`config.mk`:
```
export PLATFORM = sky130hd
export DESIGN_NAME = maxpool_2x2
export DESIGN_NICKNAME = d
export VERILOG_FILES = /design/src/rtl/maxpool_2x2.sv
export SDC_FILE = /design/constraint.sdc
export NUM_CORES = 1
export LEC_CHECK = 0
export ABC_CLOCK_PERIOD_IN_PS = 5000
export CORE_MARGIN = 2
export CORE_UTILIZATION = 61
export CTS_CLUSTER_SIZE = 20
export DETAILED_ROUTE_END_ITERATION = 10
export GPL_TIMING_DRIVEN = 0
export PLACE_DENSITY = 0.79
export SYNTH_ARGS = -nofsm -noshare
export SYNTH_HDL_FRONTEND = slang
export SYNTH_SLANG_ARGS = --single-unit
```
`constraint.sdc`:
```
create_clock -name clk -period 5 [get_ports clk]
set_clock_uncertainty 0.2 [all_clocks]
set_input_delay 0.5 -clock clk [delete_from_list [all_inputs] [get_ports clk]]
set_output_delay 0.5 -clock clk [all_outputs]
set_load 0.1 [all_outputs]
```
`src/rtl/maxpool_2x2.sv`:
```
// Streaming 2x2 stride-2 signed max-pooling over a raster-scan feature map.
// One line of partial row-maxima is held, so no frame store is needed.
module maxpool_2x2 #(
    parameter int DATA_WIDTH = 32,
    parameter int IMG_W      = 24,
    parameter int IMG_H      = 24
) (
    input  logic                  clk,
    input  logic                  rst,
    input  logic [DATA_WIDTH-1:0] data_in,
    input  logic                  valid_in,
    output logic [DATA_WIDTH-1:0] pool_out,
    output logic                  valid_out,
    output logic                  frame_done
);

    localparam int CW = (IMG_W > 2) ? $clog2(IMG_W) : 1;
    localparam int RW = (IMG_H > 2) ? $clog2(IMG_H) : 1;
    localparam int BD = IMG_W / 2;
    localparam int BW = (BD > 2) ? $clog2(BD) : 1;

    // Signed maximum; on a tie the shared value comes back unchanged.
    function automatic logic [DATA_WIDTH-1:0] smax(
        input logic [DATA_WIDTH-1:0] a,
        input logic [DATA_WIDTH-1:0] b
    );
        logic [DATA_WIDTH-1:0] m;
        if ($signed(a) > $signed(b)) begin
            m = a;
        end else begin
            m = b;
        end
        return m;
    endfunction

    logic [CW-1:0]         r_col;
    logic [RW-1:0]         r_row;
    logic [DATA_WIDTH-1:0] r_h_max;
    logic [DATA_WIDTH-1:0] r_pool;
    logic                  r_valid;
    logic                  r_done;
    logic [DATA_WIDTH-1:0] r_line_buf [BD];

    logic [BW-1:0]         w_buf_idx;
    logic [DATA_WIDTH-1:0] w_pair_max;
    logic [DATA_WIDTH-1:0] w_buf_rd;
    logic                  w_last_col;
    logic                  w_last_row;

    assign w_buf_idx  = BW'(r_col >> 1);
    assign w_buf_rd   = r_line_buf[w_buf_idx];
    assign w_pair_max = smax(r_h_max, data_in);
    assign w_last_col = (r_col == CW'(IMG_W - 1));
    assign w_last_row = (r_row == RW'(IMG_H - 1));

    // Line buffer of top-row pair maxima; written on even rows before any odd-row read.
    always_ff @(posedge clk) begin
        if (valid_in && r_col[0] && !r_row[0]) begin
            r_line_buf[w_buf_idx] <= w_pair_max;
        end
    end

    // Raster counters, horizontal max, and registered pooled outputs.
    always_ff @(posedge clk or posedge rst) begin
        if (rst) begin
            r_col   <= '0;
            r_row   <= '0;
            r_h_max <= '0;
            r_pool  <= '0;
            r_valid <= 1'b0;
            r_done  <= 1'b0;
        end else begin
            r_valid <= 1'b0;
            r_done  <= 1'b0;
            if (valid_in) begin
                if (w_last_col) begin
                    r_col <= '0;
                    if (w_last_row) begin
                        r_row <= '0;
                    end else begin
                        r_row <= r_row + RW'(1);
                    end
                end else begin
                    r_col <= r_col + CW'(1);
                end

                if (!r_col[0]) begin
                    r_h_max <= data_in;
                end else if (r_row[0]) begin
                    // Bottom-right pixel closes the window: combine with the stored top pair.
                    r_pool  <= smax(w_buf_rd, w_pair_max);
                    r_valid <= 1'b1;
                    r_done  <= w_last_col && w_last_row;
                end
            end
        end
    end

    assign pool_out   = r_pool;
    assign valid_out  = r_valid;
    assign frame_done = r_done;

endmodule
```
==> results.md <==
* RSZ-0062 raised after global routing: yes
* Largest area contributor in the netlist: edfxtp_1
* GR Util All Layers at 29.39%
* Origin of the critical flop-to-flop path: r_col[3]
* Synth Register Bits at 460
* Total core area at 32290 sq um
* Highest Clock Rate at 0.1992 GHz
* Top_reg_cell synth: edfxtp_1
* Synth area leaders: edfxtp_1 58%, mux4_2 11%, dfrtp_1 9.6%
* Initial core utilization at 61.40%
* Full die area at 33960 sq um
* N_diodes at 0
* Fin util at 74.54%
* Top fanout value on the critical path at 10
* Setup-failing EPs final at 6
* Slowest cell on crit path: clkdlybuf4s50_1
* Yosys warns at 0
* Worst Tran Pin Value at 1.081 ns
* H-Tree Depth at 2
* Buf/Inv on CP at 6
* Endpoint of the worst register-to-register path: pool_out[3]
* Kind of critical path: input port to flip-flop
* CTS buffer count at 45
* Vias at 11800
* Crit path required time at 5.21 ns
* Max Slew Vio Count at 0
* Failing checks: negative setup slack
* Max Root-Sink Buffers at 3
* Final Hold Fails at 0
* Synth async-reset ratio at 16.52%
* DRC viols at 0
* Fin area at 24070 sq um
* Gpl congestion at 0.8305
* Share of layout cells above drive strength 1 at 26.90%
* PnR worst setup slack at -0.01984 ns
* R2r setup slk at -0.01 ns
* Sequential area share after synthesis at 67.75%
* # rows at 66
* Post-synthesis cell area at 19830 sq um
* Final worst-path cycle share at 100.4%
* Cells after DPL at 1697
* Final wirelength at 49870 microns
* Arrival time worst endpoint at 5.23 ns
* Worst path max stage delay at 0.57 ns
* Synth cell types at 49
* Total power at 14.46 mW
* Hpwl dp at 31340 microns
* Post-synth net total at 1264
* Avg Cell Area, Syn at 17.05 sq um
* Routed Antenna Nets at 0
* Fin cells at 1814
* Antenna violations before repair at 0
* Worst hold start: data_in[4]
* Area Overhead vs Synth at 21.39%
* CP Launch Type: input port
* Min-Delay Path Depth at 2
* Static Leak at 8.640 nW
* Status: finished with violations
* Chip Height at 184.3 microns
* Clock Sinks at 460
* Die width at 184.3 microns
* Rel. slew slack at 27.68%
* Mapped Cells at 1163
* Number of buffers added on ports at 67
* DR pass1 iterations at 5
* CTS tree: yes
* Critical Path Most Common Cell: buf_12
* Hold WC Path Type: input port to flip-flop
* Pwr dens at 600.6 nW/um^2
* Clk Latency, worst-skew pair at 0.57 ns
* Peak VDD IR at 485.1 uV
* Top-count cell post-synth: edfxtp_1
* Dpl ws at -1.151 ns
* Post-synth top cells: 384 x edfxtp_1, 96 x mux4_2, 76 x dfrtp_1
* Post-synth EDFFs at 384
* Final nets at 1437
* DR WL/cell at 27.49 microns
* Post-Place Cell Area at 21540 sq um
* IO Count at 69
* Largest net degree at the start of global routing at 54
* Clock-pin slew on the worst setup and hold paths at 0.07 ns
* Routed vias/inst at 6.503
* # fillers at 1748
* Grt ovf at 0
* R2R depth at 16
* 1st-iter DRT viols at 1355
* Number of global-route vias before repair at 12120
* Post-synth top area share at 58.16%
* Minimum clock period at 5.020 ns
* Hold Crit Endpoint: r_h_max[4]
* CTS root buf: clkbuf_16
* Crit path cell chain: clkdlybuf4s50_1 -> inv_1 -> ha_1 -> nand4_1 -> nor3_4 -> buf_4 -> nand3_1 -> o21a_1 -> nand2_4 -> buf_12 -> mux2i_4 -> ha_4 -> a21oi_1 -> nand2_1 -> a221o_1 -> o31ai_4 -> o2111ai_2 -> mux2i_4 -> buf_12 -> buf_12 -> a31oi_2 -> o31ai_2
* CP Capture Type: flip-flop
* Wire length of the first global-routing pass at 72310 microns
* CP delay by family, top: compound AO/OA/AOI/OAI gates
* Max Cap Violations at 0
## through the flow
stage	setup TNS, ns	hold WS (ns)
after global placement	-246.14	0.3022
after global routing	-2.665	0.07145
after floorplan	0	0.2796
after detailed placement	-36.08	0.3104
final	-0.06341	0.05482
after CTS	0	0.07854
## worst max path at each step
stage                      startpoint  slack (ns)  cells after the start                end
after CTS                  r_h_max[5]       0.004                     21       pool_out[25]
after global placement       r_col[2]       -1.72                      4  r_line_buf[3][11]
after detailed placement   data_in[7]       -1.15                     20       pool_out[31]
after floorplan            data_in[7]        0.55                     20        pool_out[0]
final                     data_in[12]       -0.02                     22        pool_out[3]
after global routing       data_in[1]       -0.12                     22        pool_out[3]
## layout by cell type (no fill, tap or decap), drive strengths merged, types with 3 or more instances in the layout
master	n
a21o	7
a21oi	29
a221o	3
a31oi	31
and2	33
buf	84
bufinv	4
clkbuf	86
clkdlybuf4s50	43
clkinv	22
dfrtp	76
dlygate4sd2	6
dlymetal6s2s	18
edfxtp	384
ha	66
inv	76
mux2	36
mux2i	64
mux4	96
nand2	54
nand2b	3
nand3	12
nand4	16
nor2	18
nor2b	3
nor3	8
o21ai	43
o31ai	33
## repair_timing
| action | in CTS | in global routing |
|---|---|---|
| hold buffers | 0 | 0 |
| resized for setup | 50 | 107 |
| pin swaps | 8 | 22 |
| setup buffers | 17 | 16 |
| cloned | 1 | 0 |
| endpoints found under the setup margin | 32 | 32 |
## registers in the layout (all words and copies together) (netlist names)
register    cells
frame_done      1
pool_out       32
r_col           5
r_h_max        32
r_line_buf    384
r_row           5
valid_out       1
## routing by layer
layer	wire (microns)	part of all wire (%)	global-route usage [%]	vias up
met1	19070	38	39.74	5940
met4	1880	3.8	10.50	0
met3	4865	9.8	6.540	157
met2	24060	48	47.76	773
met5	0	0	0	-
li1	-	-	-	4927
## area by class of cell
| class | count | area [sq um] | area share (%) |
|---|---|---|---|
| plain buffers | 59 | 340.3 | 1.414 |
| multi-input cells | 572 | 6591 | 27.39 |
| clock inverters | 30 | 279.0 | 1.159 |
| inverters | 72 | 275.3 | 1.144 |
| repair buffers | 126 | 1418 | 5.890 |
| flip-flops and latches | 460 | 13430 | 55.82 |
| well taps | 442 | 553.0 | 2.298 |
| clock buffers | 53 | 1177 | 4.892 |
## power breakdown
part,total (mW),internal (mW),switching (mW)
combinational,6.13,2.35,3.78
clock,3.37,1.91,1.46
sequential,4.96,4.78,0.179
## cell families after synthesis
family | synth area share [%]
adders and majority gates | 4.165
muxes | 16.24
AOI/OAI and AO/OA | 4.935
DFF | 67.75
xor gates and xnor gates | 0.08837
buffers and inverters | 2.846
and+or+nand+nor | 3.970
(Power assumes the default switching activity.)
==> RTL change 1, RTL diff (config.mk and constraints unchanged) <==
Set the parameter `DATA_WIDTH` to 24 (it was 32).
--- a/src/rtl/maxpool_2x2.sv
+++ b/src/rtl/maxpool_2x2.sv
@@ -1,7 +1,7 @@
 // Streaming 2x2 stride-2 signed max-pooling over a raster-scan feature map.
 // One line of partial row-maxima is held, so no frame store is needed.
 module maxpool_2x2 #(
-    parameter int DATA_WIDTH = 32,
+    parameter int DATA_WIDTH = 24,
     parameter int IMG_W      = 24,
     parameter int IMG_H      = 24
 ) (
Ports: changed (resized data_in and pool_out); port bits go from 69 to 53. No check against the original RTL was run, so the function may have changed too.
==> RTL change 1 against the original RTL <==
Wire length fell by 31%; setup slack improved by 130 ps; design area fell by 27%; total power fell by 29%; area after synthesis fell by 25%; critical path depth did not move; die area fell by 24%; sequential cell count fell by 112; combinational power fell by 35%; global-route usage fell by 1.7 points; sequential power fell by 25%.
==> RTL change 1: results (changes against the original RTL) <==
| Metric | Value |
|---|---|
| Switch share | `35.4% (was 37.5%)` |
| RePlAce Congestion | `0.827 (was 0.831)` |
| Pin count of the biggest net entering global routing | `41 (was 54)` |
| Asr flop ratio synth | `17.2% (was 16.5%)` |
| Fraction of layout instances using a drive strength above 1 | `22.9% (was 26.9%)` |
| Status | `finished clean (was finished, violations left)` |
| EDFF count, synth | `288 (was 384)` |
| Wl on met1 | `13.7 mm (was 19.1 mm)` |
| Setup Buffers After CTS | `3 (was 17)` |
| Fillers | `1409 (was 1748)` |
| Mean number of vias per cell | `6.43 (was 6.50)` |
| Netlist cell types | `46 (was 49)` |
| FF-to-FF setup slack | `150 ps (was -10 ps)` |
| Worst-skew pair later-pin latency | `520 ps (was 570 ps)` |
| Synth area leaders | `edfxtp_1, mux4_2, dfrtp_1 (unchanged)` |
| Clock-net power | `2500 µW (was 3370 µW)` |
| Tightest Hold Check Type | `input port to asynchronous set/reset pin (was input port to flip-flop)` |
| Setup crit start | `data_in[16] (was data_in[12])` |
| Total GRT Usage | `27.7% (was 29.4%)` |
| Reg2reg end | `pool_out[22] (was pool_out[3])` |
| Final wirelength | `34.5 mm (was 49.9 mm)` |
| Dpl ws | `-1400 ps (was -1150 ps)` |
| DR WL met2 | `16.5 mm (was 24.1 mm)` |
| Resized Gates After CTS | `33 (was 50)` |
| Post-Synth XOR/XNOR Area | `0.118% (was 0.0884%)` |
| GRT met1 Usage | `38.8% (was 39.7%)` |
| Synth Net Count | `960 (was 1264)` |
| Met3 GRT Util | `5.51% (was 6.54%)` |
| Max FFs per register | `288 (was 384)` |
| Post-synthesis compound-gate area fraction | `3.97% (was 4.93%)` |
| Final worst setup slack | `115 ps (was -19.8 ps)` |
| Register area share after synthesis | `68.1% (was 67.8%)` |
| Worst slew pin tran | `1080 ps (about the same)` |
| Vias in the first global route | `8847 (was 12100)` |
| Adder-cell area share of the yosys netlist | `4.20% (was 4.17%)` |
| Nets | `1072 (was 1437)` |
| CTS buffer count | `35 (was 45)` |
| IO Port Bufs | `51 (was 67)` |
| FF-to-FF Start | `r_col[1] (was r_col[3])` |
| VDD IR max | `0.000312 V (was 0.000485 V)` |
| Mux cell area share after synthesis | `16.4% (was 16.2%)` |
| Met3 WL | `3.08 mm (was 4.87 mm)` |
| First-pass GRT wire length | `52.5 mm (was 72.3 mm)` |
==> RTL change 1: changes by cell type in the layout (fill, tap and decap cells not counted), sizes merged, moves of 17 or more <==
cell,unedited run,this run
nand3,12,33
buf,84,41
o211ai,2,25
inv,76,51
edfxtp,384,288
a31oi,31,0
mux4,96,72
mux2i,64,47
and2,33,1
o31ai,33,2
==> RTL change 1: per-stage QoR <==
stage	power, µW	cells	hold WS [ps]	setup TNS (ps)	instance area (µm²)
after floorplan	6250	883	280	0	14900
after global placement	7160	1258	287	-114670	15800
after detailed placement	7280	1271	293	-31750	16100
after CTS	9990	1337	129	0	17300
after global routing	10600	1345	143	-151	17500
final	10200	1345	116	0	17500
==> RTL change 1: final cells by class <==
| type | instances | share of cell area [%] |
|---|---|---|
| inverters | 51 | 1.09 |
| plain buffers | 43 | 1.36 |
| flip-flops and latches | 348 | 57.9 |
| clock inverters | 17 | 0.813 |
| multi-input cells | 441 | 26.7 |
| repair buffers | 75 | 4.45 |
| well taps | 324 | 2.31 |
| clock buffers | 46 | 5.41 |
==> RTL change 1: worst min-delay path by stage <==
stage | startpoint | end | slack [ps]
final | rst | pool_out[11] | 120
after floorplan | r_row[2] | r_row[2] | 280
after detailed placement | pool_out[4] | pool_out[4] | 290
after global routing | data_in[1] | r_h_max[1] | 140
after global placement | pool_out[5] | pool_out[5] | 290
after CTS | rst | pool_out[11] | 130
==> RTL change 1: critical path, cell delays in order <==
cell and delay [ps]:
clkdlybuf4s50_1 560, inv_1 70, ha_1 270, nand4_1 100, buf_4 170, o221a_2 250, a2bb2oi_2 140, nand3_1 110
mux2_4 310, buf_6 150, buf_8 170, mux2i_4 220, ha_1 310, nand4_1 130, buf_4 180, nor4_4 360
o31ai_2 140, nand3_2 110, mux2i_4 310, nand2b_4 230, buf_8 150, o211ai_1 100
==> RTL change 2, RTL diff (same flow settings) <==
Made on the original files. Make the reset (`rst`) synchronous in one clocked block.
--- a/src/rtl/maxpool_2x2.sv
+++ b/src/rtl/maxpool_2x2.sv
@@ -61,7 +61,7 @@
     end
 
     // Raster counters, horizontal max, and registered pooled outputs.
-    always_ff @(posedge clk or posedge rst) begin
+    always_ff @(posedge clk) begin
         if (rst) begin
             r_col   <= '0;
             r_row   <= '0;
Check against the original RTL: no difference found for any inputs over 10 cycles, from zero or initial values and one cycle with rst high; that may be too few to reach the edited logic, so the function may still have changed.
==> RTL change 2 against the original RTL <==
The run still ends with negative setup slack left; core utilization increased by 1.4 points; final cell count grew 10%; wire length grew 14%; sequential cell count is 4 higher; global-route usage is 1.9 points higher; count of clock-buffer cells in the layout up 7; critical endpoint is now pool_out[10]; setup slack got worse by 310 ps; area after synthesis is 1.2% higher; die area up 1.2%; design area up 2.4%; register-to-register slack got worse by 320 ps.
Power is not compared: it rests on default switching activity, and its combinational part moved more than twofold at a synthesized area within 25%.
==> RTL change 2: results (changes against the original RTL) <==
| Metric | Value |
|---|---|
| Status | `finished, violations left (unchanged)` |
| Violated checks | `negative setup slack (unchanged)` |
| Synth Net Count | `1430 (was 1264)` |
| Dpl ws | `-2040 ps (was -1150 ps)` |
| Initial DRT Pass Iterations | `6 (was 5)` |
| Met3 WL | `6.26 mm (was 4.87 mm)` |
| Via count | `13700 (was 11800)` |
| Fraction of layout instances using a drive strength above 1 | `25.9% (was 26.9%)` |
| Final worst setup slack | `-330 ps (was -19.8 ps)` |
| Sequential Area | `13100 µm² (was 13400 µm²)` |
| Final wirelength | `56.7 mm (was 49.9 mm)` |
| Asr flop ratio synth | `0% (was 16.5%)` |
| Nets | `1624 (was 1437)` |
| Vias in the first global route | `13400 (was 12100)` |
| GRT met1 Usage | `42.2% (was 39.7%)` |
| Multi-In Gates | `716 (was 572)` |
| Bufs w/o clock | `226 (was 185)` |
| First-pass GRT wire length | `78.4 mm (was 72.3 mm)` |
| Syn avg cell area | `15.1 µm² (was 17.0 µm²)` |
| Final setup vio count | `32 (was 6)` |
| Final instance area | `24600 µm² (was 24100 µm²)` |
| Wl on met1 | `20.8 mm (was 19.1 mm)` |
| Fillers | `1777 (was 1748)` |
| Non-clock buffering overhead | `7.70% (was 7.30%)` |
| Register area share after synthesis | `65.4% (was 67.8%)` |
| Total GRT Usage | `31.3% (was 29.4%)` |
| Most instantiated cells after synthesis | `edfxtp_1, nand2_1, mux4_2, dfxtp_1 (was edfxtp_1, mux4_2, dfrtp_1, inv_1, ha_1)` |
| Hold EP | `r_h_max[13] (was r_h_max[4])` |
| Netlist cell types | `56 (was 49)` |
| Worst setup endpoint | `pool_out[10] (was pool_out[3])` |
| DR WL met2 | `27.0 mm (was 24.1 mm)` |
| Arr. time, crit path | `5540 ps (was 5230 ps)` |
| Placed cell area | `21700 µm² (was 21500 µm²)` |
| Final setup TNS | `-7960 ps (was -63.4 ps)` |
| Post-DP HPWL | `33.5 mm (was 31.3 mm)` |
==> RTL change 2: repair_timing <==
action / CTS / global route
hold buffers: 0 / 0
endpoints found under the setup margin: 32 / 32
pin swaps: 43 / 51
buffers inserted: 26 / 26
cloned: 0 / 4
gates resized for setup: 106 / 117
==> RTL change 2: worst max-delay path, cell delays in order (launching register included) <==
cell and delay (ps):
dfxtp_1 430, ha_1 270, nand4_1 200, nor2_1 70, a221o_1 360, o31ai_4 320, a21bo_4 230, buf_8 150
clkbuf_16 150, a2bb2oi_1 190, o221ai_2 220, ha_1 420, nand4_1 240, nor4_4 250, buf_4 200, o31ai_4 100
o2111ai_2 140, mux2i_4 410, nand2b_4 230, buf_4 230, o21ai_0 160
==> RTL change 2: cell families after synthesis <==
group / share of synthesized area (%)
fa+ha+maj: 4.11
mux: 12.5
flops: 65.4
xor+xnor: 0.131
compound gates: 9.66
simple gates: 5.14
buf+inv: 2.99
